<file path="src/rtl/score_event_arbiter_if.sv">
// Bus between the per-column score logic (master) and the event arbiter (slave).
// The arbiter's pulses and status go on to the ones-place score counter.
interface score_event_arbiter_if;
    logic       enable;
    logic [7:0] evt_code;
    logic       add1;
    logic       add2;
    logic       sub2;
    logic [1:0] grant_col;
    logic       busy;
    logic [7:0] drop_count;

    modport master (
        output enable,
        output evt_code,
        input  add1,
        input  add2,
        input  sub2,
        input  grant_col,
        input  busy,
        input  drop_count
    );

    modport slave (
        input  enable,
        input  evt_code,
        output add1,
        output add2,
        output sub2,
        output grant_col,
        output busy,
        output drop_count
    );
endinterface

</file>
<file path="src/rtl/score_event_arbiter.sv">
// Buffers score events from four note columns and issues them one at a time,
// round-robin, with an idle gap after each so the BCD carry chain can settle.
module score_event_arbiter #(
    parameter int unsigned DEPTH = 2,
    parameter int unsigned GAP   = 1
) (
    input  logic                 clk_i,
    input  logic                 rst_i,
    score_event_arbiter_if.slave bus
);
    localparam int unsigned CntW    = $clog2(DEPTH + 1);
    localparam int unsigned NumCols = 4;

    typedef enum logic [0:0] {StIdle, StHold} state_e;

    state_e          state_q, state_d;
    logic [2:0]      gap_q, gap_d;
    logic [1:0]      rr_q, rr_d;
    logic [1:0]      grant_q, grant_d;
    logic            add1_q, add1_d;
    logic            add2_q, add2_d;
    logic            sub2_q, sub2_d;
    logic [7:0]      drop_q, drop_d;
    logic [1:0]      fifo_q  [NumCols][DEPTH];
    logic [1:0]      fifo_d  [NumCols][DEPTH];
    logic [CntW-1:0] count_q [NumCols];
    logic [CntW-1:0] count_d [NumCols];

    logic [NumCols-1:0] nonempty;
    logic               sel_valid;
    logic [1:0]         sel_col;
    logic [1:0]         scan_col;
    logic [1:0]         head;
    logic               pop;
    logic               col_pop;
    logic               col_push;
    logic               col_full;
    logic               push_ok;
    logic [CntW-1:0]    wr_pos;
    logic [2:0]         ndrop;
    logic [8:0]         drop_sum;

    always_comb begin
        nonempty = '0;
        for (int unsigned c = 0; c < NumCols; c++) begin
            nonempty[c] = count_q[c] != '0;
        end
    end

    // First non-empty column at or after rr_q, wrapping 3 -> 0.
    always_comb begin
        sel_valid = 1'b0;
        sel_col   = rr_q;
        scan_col  = rr_q;
        for (int unsigned k = 0; k < NumCols; k++) begin
            scan_col = rr_q + 2'(k);
            if (!sel_valid && nonempty[scan_col]) begin
                sel_valid = 1'b1;
                sel_col   = scan_col;
            end
        end
    end

    always_comb begin
        state_d = state_q;
        gap_d   = gap_q;
        rr_d    = rr_q;
        grant_d = grant_q;
        add1_d  = 1'b0;
        add2_d  = 1'b0;
        sub2_d  = 1'b0;
        pop     = 1'b0;
        head    = fifo_q[sel_col][0];
        unique case (state_q)
            StIdle: begin
                if (bus.enable && sel_valid) begin
                    pop     = 1'b1;
                    grant_d = sel_col;
                    rr_d    = sel_col + 2'd1;
                    case (head)
                        2'b01:   add1_d = 1'b1;
                        2'b10:   add2_d = 1'b1;
                        2'b11:   sub2_d = 1'b1;
                        default: ;
                    endcase
                    if (GAP != 0) begin
                        gap_d   = 3'(GAP);
                        state_d = StHold;
                    end
                end
            end
            StHold: begin
                if (gap_q > 3'd1) begin
                    gap_d = gap_q - 3'd1;
                end else begin
                    gap_d   = '0;
                    state_d = StIdle;
                end
            end
        endcase
    end

    // Shift-register FIFOs: entry 0 is the head. A full FIFO popped this cycle
    // still takes the push, landing in the slot vacated by the shift.
    always_comb begin
        ndrop    = '0;
        col_pop  = 1'b0;
        col_push = 1'b0;
        col_full = 1'b0;
        push_ok  = 1'b0;
        wr_pos   = '0;
        for (int unsigned c = 0; c < NumCols; c++) begin
            fifo_d[c]  = fifo_q[c];
            col_pop    = pop && (sel_col == 2'(c));
            col_push   = bus.evt_code[2*c +: 2] != 2'b00;
            col_full   = count_q[c] == CntW'(DEPTH);
            push_ok    = col_push && (!col_full || col_pop);
            wr_pos     = col_pop ? count_q[c] - CntW'(1) : count_q[c];
            if (col_pop) begin
                for (int unsigned j = 0; j + 1 < DEPTH; j++) begin
                    fifo_d[c][j] = fifo_q[c][j+1];
                end
            end
            if (push_ok) begin
                for (int unsigned j = 0; j < DEPTH; j++) begin
                    if (wr_pos == CntW'(j)) begin
                        fifo_d[c][j] = bus.evt_code[2*c +: 2];
                    end
                end
            end else if (col_push) begin
                ndrop = ndrop + 3'd1;
            end
            count_d[c] = count_q[c] + CntW'(push_ok) - CntW'(col_pop);
        end
        drop_sum = {1'b0, drop_q} + {6'b0, ndrop};
        drop_d   = drop_sum[8] ? 8'hFF : drop_sum[7:0];
    end

    always_ff @(posedge clk_i) begin
        if (rst_i) begin
            state_q <= StIdle;
            gap_q   <= '0;
            rr_q    <= '0;
            grant_q <= '0;
            add1_q  <= 1'b0;
            add2_q  <= 1'b0;
            sub2_q  <= 1'b0;
            drop_q  <= '0;
            for (int unsigned c = 0; c < NumCols; c++) begin
                count_q[c] <= '0;
                for (int unsigned j = 0; j < DEPTH; j++) begin
                    fifo_q[c][j] <= '0;
                end
            end
        end else begin
            state_q <= state_d;
            gap_q   <= gap_d;
            rr_q    <= rr_d;
            grant_q <= grant_d;
            add1_q  <= add1_d;
            add2_q  <= add2_d;
            sub2_q  <= sub2_d;
            drop_q  <= drop_d;
            count_q <= count_d;
            fifo_q  <= fifo_d;
        end
    end

    assign bus.add1       = add1_q;
    assign bus.add2       = add2_q;
    assign bus.sub2       = sub2_q;
    assign bus.grant_col  = grant_q;
    assign bus.drop_count = drop_q;
    assign bus.busy       = (|nonempty) || (gap_q != '0);

endmodule
</file>
<file path="src/flat_wrapper.sv">
// flat-port wrapper written by rule: the top's interface ports become plain ports
module score_event_arbiter_flat 
#(
    parameter int unsigned DEPTH = 2,
    parameter int unsigned GAP   = 1
)
  (clk_i, rst_i, bus_enable, bus_evt_code, bus_add1, bus_add2, bus_sub2, bus_grant_col, bus_busy, bus_drop_count);
  score_event_arbiter_if bus_i ();
  input  logic clk_i;
  input  logic rst_i;
  input wire logic [$bits(bus_i.enable)-1:0] bus_enable;
  input wire logic [$bits(bus_i.evt_code)-1:0] bus_evt_code;
  output wire logic [$bits(bus_i.add1)-1:0] bus_add1;
  output wire logic [$bits(bus_i.add2)-1:0] bus_add2;
  output wire logic [$bits(bus_i.sub2)-1:0] bus_sub2;
  output wire logic [$bits(bus_i.grant_col)-1:0] bus_grant_col;
  output wire logic [$bits(bus_i.busy)-1:0] bus_busy;
  output wire logic [$bits(bus_i.drop_count)-1:0] bus_drop_count;
  assign bus_i.enable = bus_enable;
  assign bus_i.evt_code = bus_evt_code;
  assign bus_add1 = bus_i.add1;
  assign bus_add2 = bus_i.add2;
  assign bus_sub2 = bus_i.sub2;
  assign bus_grant_col = bus_i.grant_col;
  assign bus_busy = bus_i.busy;
  assign bus_drop_count = bus_i.drop_count;
  score_event_arbiter #(.DEPTH(DEPTH), .GAP(GAP)) u_core (.clk_i(clk_i), .rst_i(rst_i), .bus(bus_i));
endmodule
</file>
<file path="config.mk">
export PLATFORM = sky130hd
export DESIGN_NAME = score_event_arbiter_flat
export DESIGN_NICKNAME = d
export VERILOG_FILES = /design/src/rtl/score_event_arbiter_if.sv /design/src/rtl/score_event_arbiter.sv /design/src/flat_wrapper.sv
export SDC_FILE = /design/constraint.sdc
export NUM_CORES = 1
export LEC_CHECK = 0
export CORE_MARGIN = 3
export CORE_UTILIZATION = 59
export CTS_BUF_LIST = sky130_fd_sc_hd__clkbuf_4
export DETAILED_ROUTE_END_ITERATION = 10
export GPL_TIMING_DRIVEN = 1
export PLACE_DENSITY = 0.81
export SYNTH_ARGS = -nofsm -noshare
export SYNTH_HDL_FRONTEND = slang
export SYNTH_SLANG_ARGS = --single-unit
</file>
<file path="constraint.sdc">
create_clock -name clk_i -period 16.2 [get_ports clk_i]
set_clock_uncertainty 0.1 [all_clocks]
set_input_delay 4.86 -clock clk_i [delete_from_list [all_inputs] [get_ports clk_i]]
set_output_delay 4.86 -clock clk_i [all_outputs]
set_load 0.02 [all_outputs]
</file>
==> impl_metrics.py <==
metrics = {
    "run_status": {
        "status": "complete, no violations",
    },
    "worst_setup_path": {
        "arrival_ns": 9.54,
        "timing.rr.start": "u_core.count_q[1]",
        "reg2reg_to": "u_core.bus.drop_count[1]",
        "cp_slowest_stage_delay_ns": 0.50,
        "crit_top_cell": "ha_1",
        "crit_fanout": 9,
        "rrSetupSlack_ns": 10.05,
        "crit_path_end_kind": "flip-flop",
        "path_delay_family": "simple AND/OR/NAND/NOR gates",
        "required_ns": 16.39,
        "path_cells": "clkdlybuf4s50_1, nor2b_1, o21a_1, nand3_1, nor2_1, nor2_1, ha_1, mux2_2, ha_1, mux2_2, ha_1, mux2i_1, fa_1, inv_1, a21oi_1, nor3b_1, nand3_1, a21oi_1",
        "slowest_stage": "clkdlybuf4s50_1",
        "start_kind": "input pin",
        "cp_num_buf_inv": 2,
        "crit_type": "input pin to flip-flop",
        "reg2reg_depth": 21,
    },
    "flow_run": {
        "cap_viol_max_count": 0,
    },
    "global_routing": {
        "overflow": 0,
        "grt_pass1_vias": 2413,
        "grt_usage_pct": 22.5,
        "grt_first_pass_wirelength_um": 11000,
        "grt_max_degree": 36,
        "antenna_found_initial": 0,
    },
    "floorplan": {
        "die_area_mm2": 0.00606,
        "coreArea_mm2": 0.00485,
        "num_rows": 25,
        "dieHeight_um": 77.8,
        "floorplan.initialDensity_pct": 62.8,
        "die_w_um": 77.8,
        "io_pins": 25,
    },
    "finish": {
        "diodes": 0,
        "layout-drive-gt1-share_pct": 6.65,
        "final_nets": 418,
        "fillCellCount": 417,
        "multi_input_area_mm2": 0.00199,
        "final_cells": 443,
        "register_area_um2": 861,
        "area_growth_pct": 10.9,
    },
    "sta": {
        "finalMaxSlewViolations": 0,
        "finalSetupTns_ns": 0,
        "finalSetupViolCount": 0,
        "rsz0062_at_grt": "false",
        "fin_crit_ns": 9.34,
        "fin_crit_sh_pct": 57.7,
        "timing.fmax_ghz": 0.107,
        "hold_violations": 0,
        "worstMarginPinSlew_ns": 0.709,
        "slew_headroom_pct": 52.5,
    },
    "detailed_routing": {
        "drc_errors": 0,
        "post_drt_wl_per_cell_um": 14.5,
        "ant_nets": 0,
        "viasPerCell": 5.92,
        "dr.pass1.iters": 4,
        "via_count": 2623,
        "wl_met3_um": 308,
        "met2WireLength_um": 3080,
        "dr.max_layer_used": "met4",
        "drt_first_iter_violations": 129,
        "wl_met1_um": 2920,
        "wl_um": 6430,
    },
    "synthesis": {
        "syn_inst": 357,
        "synth_flop_cell": "dfxtp_1",
        "yosys_warnings": 0,
        "syn_nets": 400,
        "synth_edf_count": 0,
        "synth_top_area_share_pct": 28.3,
        "async_flop_share_pct": 0,
        "seq_area_frac_synth_pct": 28.3,
        "yosysTopAreaCell": "dfxtp_1",
        "ys_seq_elements": 43,
        "synth_area_leaders": "dfxtp_1, ha_1, mux2i_1",
        "synth_area_per_cell_um2": 8.52,
        "synth_cell_type_count": 57,
        "netlist_area_mm2": 0.00304,
    },
    "power_and_ir_drop": {
        "p_total_mw": 0.680,
        "ir_drop_mv": 0.145,
        "power_density_mw_per_mm2": 201,
        "p_leak_nw": 1.42,
    },
    "clock_tree": {
        "postCtsResizedCells": 0,
        "post_cts_buffers": 0,
        "cts.htree.levels": 2,
        "cts_sinks": 43,
        "ctsHoldBuffers": 0,
        "cts_made_buffers": 5,
        "cts_tree": "built",
        "cts.path.max_buffers": 2,
        "clk_pin_slew_ns": 0.12,
        "clkLatencyLatePin_ns": 0.35,
        "cts_root_buffer": "clkbuf_4",
    },
    "min_path": {
        "whs_endpoint": "u_core.fifo_q[12]",
        "hold_class": "flip-flop to flip-flop",
        "min_from": "u_core.fifo_q[12]",
        "holdPathStages": 2,
    },
    "placement": {
        "place_congestion": 0.828,
        "dpl.cell_count": 435,
        "place_hpwl_um": 4800,
        "portBuffers": 24,
    },
}
through the flow:
stage | setup WS (ns) | area, um^2 | util, % | hold WS [ns]
after CTS | 6.90 | 3380 | 69.6 | 0.365
after global placement | 6.74 | 3320 | 68.4 | 0.346
after global routing | 6.48 | 3380 | 69.6 | 0.409
after floorplan | 7.56 | 3040 | - | 0.330
after detailed placement | 6.52 | 3320 | 68.4 | 0.349
final | 6.86 | 3380 | 69.6 | 0.359
power breakdown:
part / total, mW / internal (mW) / switching [mW]
Combinational: 0.459 / 0.198 / 0.261
Clock: 0.0523 / 0.0185 / 0.0337
Sequential: 0.169 / 0.140 / 0.0289
layout make-up:
class | count | share of cell area, %
repair buffers | 25 | 7.34
clock inverters | 2 | 0.371
inverters | 35 | 3.89
well taps | 67 | 2.48
multi-input cells | 265 | 59.1
flip-flops and latches | 43 | 25.5
clock buffers | 6 | 1.33
worst max path at each step:
stage               startpoint                  endpoint  slack [ns]  depth (start not counted)
global route        bus_enable  u_core.bus.drop_count[1]        6.48                         18
finish              bus_enable  u_core.bus.drop_count[1]        6.86                         18
detailed placement  bus_enable  u_core.bus.drop_count[1]        6.52                         18
floorplan           bus_enable  u_core.bus.drop_count[5]        7.56                         17
CTS                 bus_enable  u_core.bus.drop_count[1]        6.90                         18
global placement    bus_enable  u_core.bus.drop_count[0]        6.74                         18
Yosys cell counts, types with 2 or more instances:
| library cell | count |
|---|---|
| clkbuf_1 | 10 |
| and2_1 | 2 |
| o2bb2ai_1 | 2 |
| and3b_1 | 3 |
| xor2_1 | 4 |
| nor3b_1 | 5 |
| xnor2_1 | 10 |
| a2111oi_0 | 3 |
| mux2i_1 | 14 |
| o21ai_0 | 12 |
| nor4b_1 | 2 |
| o311ai_0 | 2 |
| o31a_1 | 2 |
| nor2_1 | 26 |
| o21a_1 | 2 |
| mux4_2 | 3 |
| mux2_1 | 3 |
| o211ai_1 | 5 |
| dfxtp_1 | 43 |
| o22ai_1 | 2 |
| a21oi_1 | 26 |
| a311oi_1 | 5 |
| a31o_2 | 5 |
| nand3_1 | 12 |
| nand2b_1 | 3 |
| mux2_2 | 4 |
| a31oi_1 | 3 |
| a211oi_1 | 3 |
| o311a_1 | 2 |
| nor3_1 | 14 |
| and3_1 | 4 |
| or3b_1 | 3 |
| inv_1 | 33 |
| nand2_1 | 20 |
| ha_1 | 31 |
| nor2b_1 | 11 |
| buf_2 | 3 |
kinds of logic (layout without fill, tap and decap cells):
group                      count (synthesis)  in the layout  synth area share, %
and+or+nand+nor                          112            112                 19.5
DFF                                       43             43                 28.3
xor gates and xnor gates                  14             14                 4.03
adders and majority gates                 32             32                 13.4
AOI/OAI and AO/OA                         82             82                 18.7
buffers and inverters                     49             68                 6.17
muxes                                     25             25                 9.91
layer usage:
metal,up-vias,track usage [%]
met5,-,0
met4,0,9.61
met1,1229,29.0
li1,1318,-
met2,64,36.6
met3,12,4.06
worst min-delay path, delay by kind of cell, from the launching register on:
kind	cells	cell delay, ns
and+or+nand+nor	1	0.05
DFF	1	0.33
AOI/OAI and AO/OA	1	0.05
cells in the final DEF (no fill, tap or decap), types with 11 or more instances in the layout:
cell type / instances
o21ai_0: 12
nor3_1: 14
nand2_1: 20
dfxtp_1: 43
mux2i_1: 14
inv_1: 33
ha_1: 31
nor2_1: 26
nand3_1: 12
nor2b_1: 11
a21oi_1: 26
clkdlybuf4s50_1: 24
registers in the layout, summed over array words and instances, names as in the netlist:
name / count
u_core.state_q: 1
u_core.rr_q: 2
u_core.bus.drop_count: 8
u_core.bus.grant_col: 2
u_core.bus.sub2: 1
u_core.gap_q: 3
u_core.fifo_q: 16
u_core.bus.add1: 1
u_core.count_q: 8
u_core.bus.add2: 1
(Power assumes the default switching activity.)
